### config.mk
export PLATFORM = sky130hd
export DESIGN_NAME = snitch_icache_data_ctrl
export DESIGN_NICKNAME = d
export VERILOG_FILES = /design/src/rtl/snitch_icache_data_ctrl_pkg.sv /design/src/rtl/snitch_icache_data_ctrl_fifo.sv /design/src/rtl/snitch_icache_data_ctrl.sv
export SDC_FILE = /design/constraint.sdc
export NUM_CORES = 1
export LEC_CHECK = 0
export ABC_CLOCK_PERIOD_IN_PS = 6700
export CORE_AREA = 10 10 308 310
export CTS_BUF_LIST = sky130_fd_sc_hd__clkbuf_16
export DETAILED_ROUTE_END_ITERATION = 8
export DIE_AREA = 0 0 318 320
export PLACE_DENSITY = 0.43
export SLEW_MARGIN = 20
export SYNTH_ARGS = -nofsm -noshare
export SYNTH_HDL_FRONTEND = slang
export SYNTH_SLANG_ARGS = --single-unit
export TNS_END_PERCENT = 20
### constraint.sdc
create_clock -name clk_i -period 6.7 [get_ports clk_i]
set_input_delay 1.34 -clock clk_i [delete_from_list [all_inputs] [get_ports clk_i]]
set_output_delay 1.34 -clock clk_i [all_outputs]
set_load 0.03 [all_outputs]
### src/rtl/snitch_icache_data_ctrl_pkg.sv
// rtl/snitch_icache_data_ctrl_pkg.sv - cache geometry type and helpers for the data array controller
package snitch_icache_data_ctrl_pkg;

    typedef struct packed {
        int unsigned SET_COUNT;
        int unsigned LINE_COUNT;
        int unsigned LINE_WIDTH;
    } config_t;

    localparam config_t DEFAULT_CFG = '{SET_COUNT: 2, LINE_COUNT: 128, LINE_WIDTH: 128};

    // Way index width; a direct-mapped cache still carries a 1-bit (ignored) way field.
    function automatic int unsigned clog2_min1(input int unsigned n);
        return (n > 1) ? $clog2(n) : 1;
    endfunction

endpackage

### src/rtl/snitch_icache_data_ctrl_fifo.sv
// rtl/snitch_icache_data_ctrl_fifo.sv - 2-entry in-order response buffer
module snitch_icache_data_ctrl_fifo #(
    parameter int unsigned WIDTH = 8
) (
    input  logic             clk_i,
    input  logic             rst_ni,
    input  logic             push_i,
    input  logic [WIDTH-1:0] data_i,
    input  logic             pop_i,
    output logic [WIDTH-1:0] data_o,
    output logic [1:0]       count_o
);

    logic [WIDTH-1:0] mem [2];
    logic             wr_ptr;
    logic             rd_ptr;
    logic [1:0]       count;

    always_ff @(posedge clk_i or negedge rst_ni) begin
        if (!rst_ni) begin
            wr_ptr <= 1'b0;
            rd_ptr <= 1'b0;
            count  <= 2'd0;
        end else begin
            if (push_i) wr_ptr <= ~wr_ptr;
            if (pop_i)  rd_ptr <= ~rd_ptr;
            case ({push_i, pop_i})
                2'b10:   count <= count + 2'd1;
                2'b01:   count <= count - 2'd1;
                default: count <= count;
            endcase
        end
    end

    // Payload storage carries no reset; validity is tracked by count alone.
    always_ff @(posedge clk_i) begin
        if (push_i) mem[wr_ptr] <= data_i;
    end

    assign data_o  = mem[rd_ptr];
    assign count_o = count;

endmodule

### src/rtl/snitch_icache_data_ctrl.sv
// rtl/snitch_icache_data_ctrl.sv - data array arbiter, SRAM driver and hit-line response path
module snitch_icache_data_ctrl
    import snitch_icache_data_ctrl_pkg::*;
#(
    parameter config_t     CFG         = DEFAULT_CFG,
    parameter int unsigned ID_WIDTH    = 1,
    parameter int unsigned SET_ALIGN   = clog2_min1(CFG.SET_COUNT),
    parameter int unsigned COUNT_ALIGN = $clog2(CFG.LINE_COUNT)
) (
    input  logic                                    clk_i,
    input  logic                                    rst_ni,
    input  logic                                    lookup_valid_i,
    output logic                                    lookup_ready_o,
    input  logic [COUNT_ALIGN-1:0]                  lookup_addr_i,
    input  logic [SET_ALIGN-1:0]                    lookup_way_i,
    input  logic [ID_WIDTH-1:0]                     lookup_id_i,
    output logic                                    rsp_valid_o,
    input  logic                                    rsp_ready_i,
    output logic [CFG.LINE_WIDTH-1:0]               rsp_data_o,
    output logic [ID_WIDTH-1:0]                     rsp_id_o,
    input  logic                                    write_valid_i,
    output logic                                    write_ready_o,
    input  logic [COUNT_ALIGN-1:0]                  write_addr_i,
    input  logic [SET_ALIGN-1:0]                    write_way_i,
    input  logic [CFG.LINE_WIDTH-1:0]               write_data_i,
    output logic [CFG.SET_COUNT-1:0]                ram_enable_o,
    output logic                                    ram_write_o,
    output logic [COUNT_ALIGN-1:0]                  ram_addr_o,
    output logic [CFG.SET_COUNT*CFG.LINE_WIDTH-1:0] ram_wdata_o,
    input  logic [CFG.SET_COUNT*CFG.LINE_WIDTH-1:0] ram_rdata_i
);

    localparam int unsigned SC = CFG.SET_COUNT;
    localparam int unsigned LW = CFG.LINE_WIDTH;

    typedef logic [LW-1:0] line_t;
    typedef struct packed {
        line_t               data;
        logic [ID_WIDTH-1:0] id;
    } rsp_t;

    logic [SET_ALIGN-1:0] lookup_way;
    logic [SET_ALIGN-1:0] write_way;
    logic                 read_fire;
    logic                 pop;
    logic                 credit_ok;
    logic [1:0]           count;
    logic [1:0]           outstanding;

    logic                 s1_valid;
    logic [SET_ALIGN-1:0] s1_way;
    logic [ID_WIDTH-1:0]  s1_id;

    line_t [SC-1:0]       rdata_ways;
    rsp_t                 push_entry;
    rsp_t                 head_entry;

    if (SC == 1) begin : gen_single_way
        assign lookup_way = '0;
        assign write_way  = '0;
    end else begin : gen_multi_way
        assign lookup_way = lookup_way_i;
        assign write_way  = write_way_i;
    end

    // A buffered entry is released this cycle if popped, so its slot can be re-credited immediately.
    assign outstanding    = count + {1'b0, s1_valid};
    assign pop            = rsp_valid_o && rsp_ready_i;
    assign credit_ok      = (outstanding < 2'd2) || pop;
    assign write_ready_o  = 1'b1;
    assign lookup_ready_o = !write_valid_i && credit_ok;
    assign read_fire      = lookup_valid_i && lookup_ready_o;

    always_comb begin
        ram_enable_o = '0;
        ram_write_o  = 1'b0;
        ram_addr_o   = '0;
        ram_wdata_o  = '0;
        if (write_valid_i) begin
            ram_enable_o = SC'(1) << write_way;
            ram_write_o  = 1'b1;
            ram_addr_o   = write_addr_i;
            ram_wdata_o  = {SC{write_data_i}};
        end else if (read_fire) begin
            ram_enable_o = SC'(1) << lookup_way;
            ram_addr_o   = lookup_addr_i;
        end
    end

    always_ff @(posedge clk_i or negedge rst_ni) begin
        if (!rst_ni) begin
            s1_valid <= 1'b0;
            s1_way   <= '0;
            s1_id    <= '0;
        end else begin
            s1_valid <= read_fire;
            if (read_fire) begin
                s1_way <= lookup_way;
                s1_id  <= lookup_id_i;
            end
        end
    end

    assign rdata_ways      = ram_rdata_i;
    assign push_entry.data = rdata_ways[s1_way];
    assign push_entry.id   = s1_id;

    snitch_icache_data_ctrl_fifo #(
        .WIDTH ($bits(rsp_t))
    ) i_rsp_fifo (
        .clk_i   (clk_i),
        .rst_ni  (rst_ni),
        .push_i  (s1_valid),
        .data_i  (push_entry),
        .pop_i   (pop),
        .data_o  (head_entry),
        .count_o (count)
    );

    assign rsp_valid_o = (count != 2'd0);
    assign rsp_data_o  = head_entry.data;
    assign rsp_id_o    = head_entry.id;

endmodule

; ---- Word-level counts from Yosys, hierarchy flattened
; Memory sizes are Yosys's and may differ from the RTL's.
; Index checks and enable logic that the tools add are counted.
; Widths: inputs -> output; s select.
[totals]
ram_bits = 258
ff_bits = 7
output_inout_bits = 398
memories = 1
latchBits = 0
inputBits = 406
mem_bits_ro = 0
elab_cells = 36
[classes]
muxes = 11
n_eq_ne = 2
n_reduce_logical = 7
mul = 0
bitwise = 2
n_lt_le_gt_ge = 2
shifts = 2
div_mod_pow = 0
add_sub_neg = 3
[memory_table]
columns = name, words, word_bits, read_ports, rd_ports_with_merged_regs, wr, line_no
row1 = i_rsp_fifo.mem, 2, 129, 1, 0, 1, snitch_icache_data_ctrl_fifo.sv:14  ; logic [WIDTH-1:0] mem [2];
[op_table]
columns = operator, n
row1 = $mux 128, 2
row2 = $mux 256, 1
row3 = $mux 7, 2
row4 = $mux 2, 2
row5 = $pmux 2 s2, 1
row6 = $reduce_bool 2->1, 2
row7 = $shl 1x1->2 const A, 2
row8 = $logic_and 1x1->1, 3
row9 = $mux 1, 3
row10 = $add 2x1->2, 1
row11 = $add 2x1->2 const B, 1
row12 = $eq 2x1->1 const B, 1
row13 = $eq 2x2->1 const B, 1
row14 = $lt 1x2->1 const B, 1
row15 = $lt 2x2->1 const B, 1
row16 = $not 1->1, 2
row17 = $sub 2x1->2 const B, 1
row18 = $logic_not 1->1, 1
row19 = $logic_or 1x1->1, 1

; ---- Longest topological paths before layout
[logic_depth]
ltp_word = 7
depth_mapped = 6
depth_no_buf = 6

; ---- By module
; A second synthesis with hierarchy kept.
[unflattened]
cells_unflattened = 856
area_unflattened_um2 = 13127.6
[modules_own_cells]
columns = mod, cells_per_inst, seq_area_each_um2, instances, area_each_um2
row1 = snitch_icache_data_ctrl_fifo, 415, 7847.5, 1, 9509.1
row2 = snitch_icache_data_ctrl, 441, 75.1, 1, 3618.5

; ---- Least setup slack after synthesis
; OpenSTA, ideal clock, no wires.
[synth_path]
path_type = reg2reg
start = reg s1_valid
end = mem i_rsp_fifo.mem[0][0] in the netlist's numbering, enable pin
setup_time_ps = 618
synth_period_minus_slack_ps = 6438
path_buffers = 0
slack_ps = 262
required_ps = 6082
t_arrival_ps = 5819
stages_incl_launch_ff = 3
path_cell_list = dfrtp_1 -> inv_1 -> nor2_1
[synth_via]
elab_chain_len = 2
[synth_rtl]
columns = element, line_no
row1 = from (decl), snitch_icache_data_ctrl.sv:50  ; logic s1_valid;
row2 = from (signal assigned), snitch_icache_data_ctrl.sv:96  ; s1_valid <= read_fire;
row3 = $mux 1, snitch_icache_data_ctrl_fifo.sv:37  ; if (push_i) mem[wr_ptr] <= data_i;
row4 = $mux 1 (not written as such), snitch_icache_data_ctrl_fifo.sv:37
row5 = to (decl), snitch_icache_data_ctrl_fifo.sv:14
; No other way between the ends.

; ---- Worst setup path in the final report
[layout_path]
start = in rsp_ready_i
end = out ram_addr_o[0]
[layout_via]
elab_chain_len = 6
[layout_rtl]
columns = element, line_no
row1 = from (decl), snitch_icache_data_ctrl.sv:18  ; input logic rsp_ready_i,
row2 = $logic_and 1x1->1, snitch_icache_data_ctrl.sv:68  ; assign pop = rsp_valid_o && rsp_ready_i;
row3 = $logic_or 1x1->1, snitch_icache_data_ctrl.sv:69  ; assign credit_ok = (outstanding < 2'd2) || pop;
row4 = $logic_and 1x1->1, snitch_icache_data_ctrl.sv:71  ; assign lookup_ready_o = !write_valid_i && credit_ok;
row5 = $logic_and 1x1->1, snitch_icache_data_ctrl.sv:72  ; assign read_fire = lookup_valid_i && lookup_ready_o;
row6 = $mux 7, snitch_icache_data_ctrl.sv:84  ; end else if (read_fire) begin
row7 = $mux 7, snitch_icache_data_ctrl.sv:79  ; if (write_valid_i) begin
row8 = to (decl), snitch_icache_data_ctrl.sv:28  ; output logic [COUNT_ALIGN-1:0] ram_addr_o,
; No other way between the ends.

==> impl_metrics.toml <==
[worst_setup_path]
r2r-end = "i_rsp_fifo.mem[1][47]$_DFFE_PP_"
cp_max_fo = 12
start_kind = "input port"
rr_worst_depth = 2
end_kind = "output port"
cp_data_required_time_ns = 5.36
r2r-start = "s1_way$_DFFE_PN0P_"
r2r_slack_ns = 4.56
cp_data_arrival_time_ns = 3.85
criticalPathCategory = "input port to output port"

[floorplan]
initial_core_util_pct = 14.8
dieWidth_um = 318
die_h_um = 320
io_pins = 804
die-area_um2 = 102000
fp-row-count = 109
core_area_um2 = 88200

[timing]
min_period_ns = 5.19
finalMaxSlewViolations = 0
rsz0062_at_grt = "no"
tightest_slew_ns = 0.912
finalClockSkew_ns = 0.0105
finalSetupTns_ns = 0
holdWs_ns = 0.467
fmax_ghz = 0.193
hold_viol_final = 0
period_share_pct = 77.5
finalSetupViolations = 0
slew_headroom_pct = 39.2

[yosys]
mappedNetlistNets = 1263
avgSynthCellArea_um2 = 15.3
synth_compound_area_share_pct = 0.872
synth_top_family_by_area = "multiplexers"
synth_area_leaders = "edfxtp_1 (59%), mux2_2 (22%), buf_4 (7.5%), and2_1 (6.2%), dfrtp_1 (1.3%)"
synthSimpleGateAreaFrac_pct = 6.56
seq_area_frac_synth_pct = 60.7
yosysTopAreaCell = "edfxtp_1"
synth.distinct_cells = 23
netlist_instances = 856
synth_top_area_share_pct = 59.3
synthXorXnorAreaFrac_pct = 0.335
synth_mux_area_share_pct = 22.3
synth_seq_cells = 265
yosys_warnings = 0
syn_area_um2 = 13100
synth_fa_ha_area_share_pct = 0.0958

[route]
drtAntennaViolNets = 0
drt_iter0_drc = 269
firstDrtPassIters = 4
num_vias = 9477
wl_um = 65800
via_per_inst = 3.49
drcViolationCount = 0
wl_per_cell_um = 24.2

[hold_path]
hold_end = "i_rsp_fifo.mem[1][0]$_DFFE_PP_"
min_from = "s1_id$_DFFE_PN0P_"
holdPathStages = 0
hp-class = "flop to flop"

[grt]
grt_usage_pct = 12.2
grt_pass1_vias = 10700
grt_max_degree = 130
grt-ovfl-total = 0
grt_pass1_wl_um = 88700
antenna_found_initial = 13

[power]
powerDensity_nw_per_um2 = 314
power.leakage_uw = 0.00753
p_total_uw = 7050
vdd_ir_drop_max_uv = 165

[clocking]
cts-htree-levels = 1
postCtsSetupRepairBufs = 0
cts_sinks = 265
ctsResizeCount = 0
cts_inserted_buffers = 30
clk_latency_ns = 0.57
cts_max_path_buffers = 3
root_buffer = "clkbuf_16"
clk_pin_slew_ns = 0.06
ctsHoldBuffers = 0
cts_tree = "yes"

[run_status]
status = "finished clean"

[finish]
drive_above_1_share_pct = 20.6
area_delta_synth_final_pct = 72.1
fin_nets = 1930

[place]
gp_congestion = 0.900
hpwl_um = 53600
port_buffers = 802

[run]
drv_cap = 0
-- synthesized netlist by cell type --
cell / instances
a2111oi_4: 1
a211oi_1: 1
a22o_1: 9
and2_1: 129
and2_2: 1
and2b_2: 1
and4bb_4: 1
buf_1: 3
buf_2: 22
buf_4: 130
buf_6: 1
clkbuf_1: 18
conb_1: 1
dfrtp_1: 7
edfxtp_1: 258
ha_1: 1
inv_1: 4
mux2_2: 259
nand2_1: 1
nor2_1: 2
or2_2: 1
xnor2_1: 2
xor2_1: 3
-- layout make-up --
cell class                 instances  area, µm²
fill                            9107      65800
timing repair buffer             809       8120
sequential                       265       7930
multi-input combinational        413       3960
tap                             1165       1460
clock buffer                      30        751
clock inverter                    26        230
antenna                            7       17.5
inverter                           4       15.0
-- worst max-delay path: stages --
cell             delay [ns]
clkdlybuf4s50_1        0.49
and2b_2                0.25
a2111oi_4              0.82
a22o_1                 0.26
clkdlybuf4s50_1        0.68
-- logic make-up after synthesis --
kind of cell,after synthesis
flip-flops,265
multiplexers,259
buffers and inverters,178
AND/OR/NAND/NOR,136
AO/OA/AOI/OAI,11
XOR/XNOR,5
adder cells (fa/ha/maj),1
other,1
-- placed cells by master (no fill, tap or decap), types with 2 or more instances in the layout --
master and instances:
clkbuf_16 30, inv_1 13, dfrtp_4 2, mux2_2 259, dfrtp_1 5, a22o_1 9
clkdlybuf4s50_1 801, clkinv_2 5, xor2_1 3, bufinv_16 4, buf_4 5, buf_12 3
edfxtp_1 258, clkinv_1 5, xnor2_1 2, and2_1 128, diode_2 7
-- worst max path at each step --
stage	start	endpoint	depth (start not counted)
after floorplan	s1_valid$_DFF_PN0_	i_rsp_fifo.mem[0][0]$_DFFE_PP_	2
after global placement	rsp_ready_i	ram_addr_o[0]	5
after detailed placement	rsp_ready_i	ram_addr_o[0]	5
after CTS	rsp_ready_i	ram_addr_o[0]	5
after global routing	rsp_ready_i	ram_addr_o[0]	5
final	rsp_ready_i	ram_addr_o[0]	5
-- power breakdown --
group	leakage, µW	internal, µW	switching (µW)	total, µW
registers	0.00244	2160	155	2310
logic	0.00458	1420	1690	3100
clock network	0.000513	964	667	1630
-- routing by layer --
metal / track usage (%) / share of wire, %
met2: 22.7 / 53
met5: 0 / 0
met3: 4.13 / 8.4
met1: 12.7 / 36
met4: 3.61 / 2.6
-- through the flow --
stage	instances	setup WS [ns]	util, %	instance area [µm²]
final	2719	1.51	25.5	22500
after global routing	2718	1.40	25.5	22500
after CTS	2712	1.52	25.4	22500
after detailed placement	2656	1.53	24.3	21500
after global placement	2656	1.59	24.3	21500
after floorplan	856	0.262	-	13100
-- sequential cells by signal (all words and copies together) (netlist names) --
name,cells
i_rsp_fifo.mem,258
i_rsp_fifo.count_o,2
i_rsp_fifo.rd_ptr,1
i_rsp_fifo.wr_ptr,1
s1_id,1
s1_valid,1
s1_way,1
(Power assumes the default switching activity.)
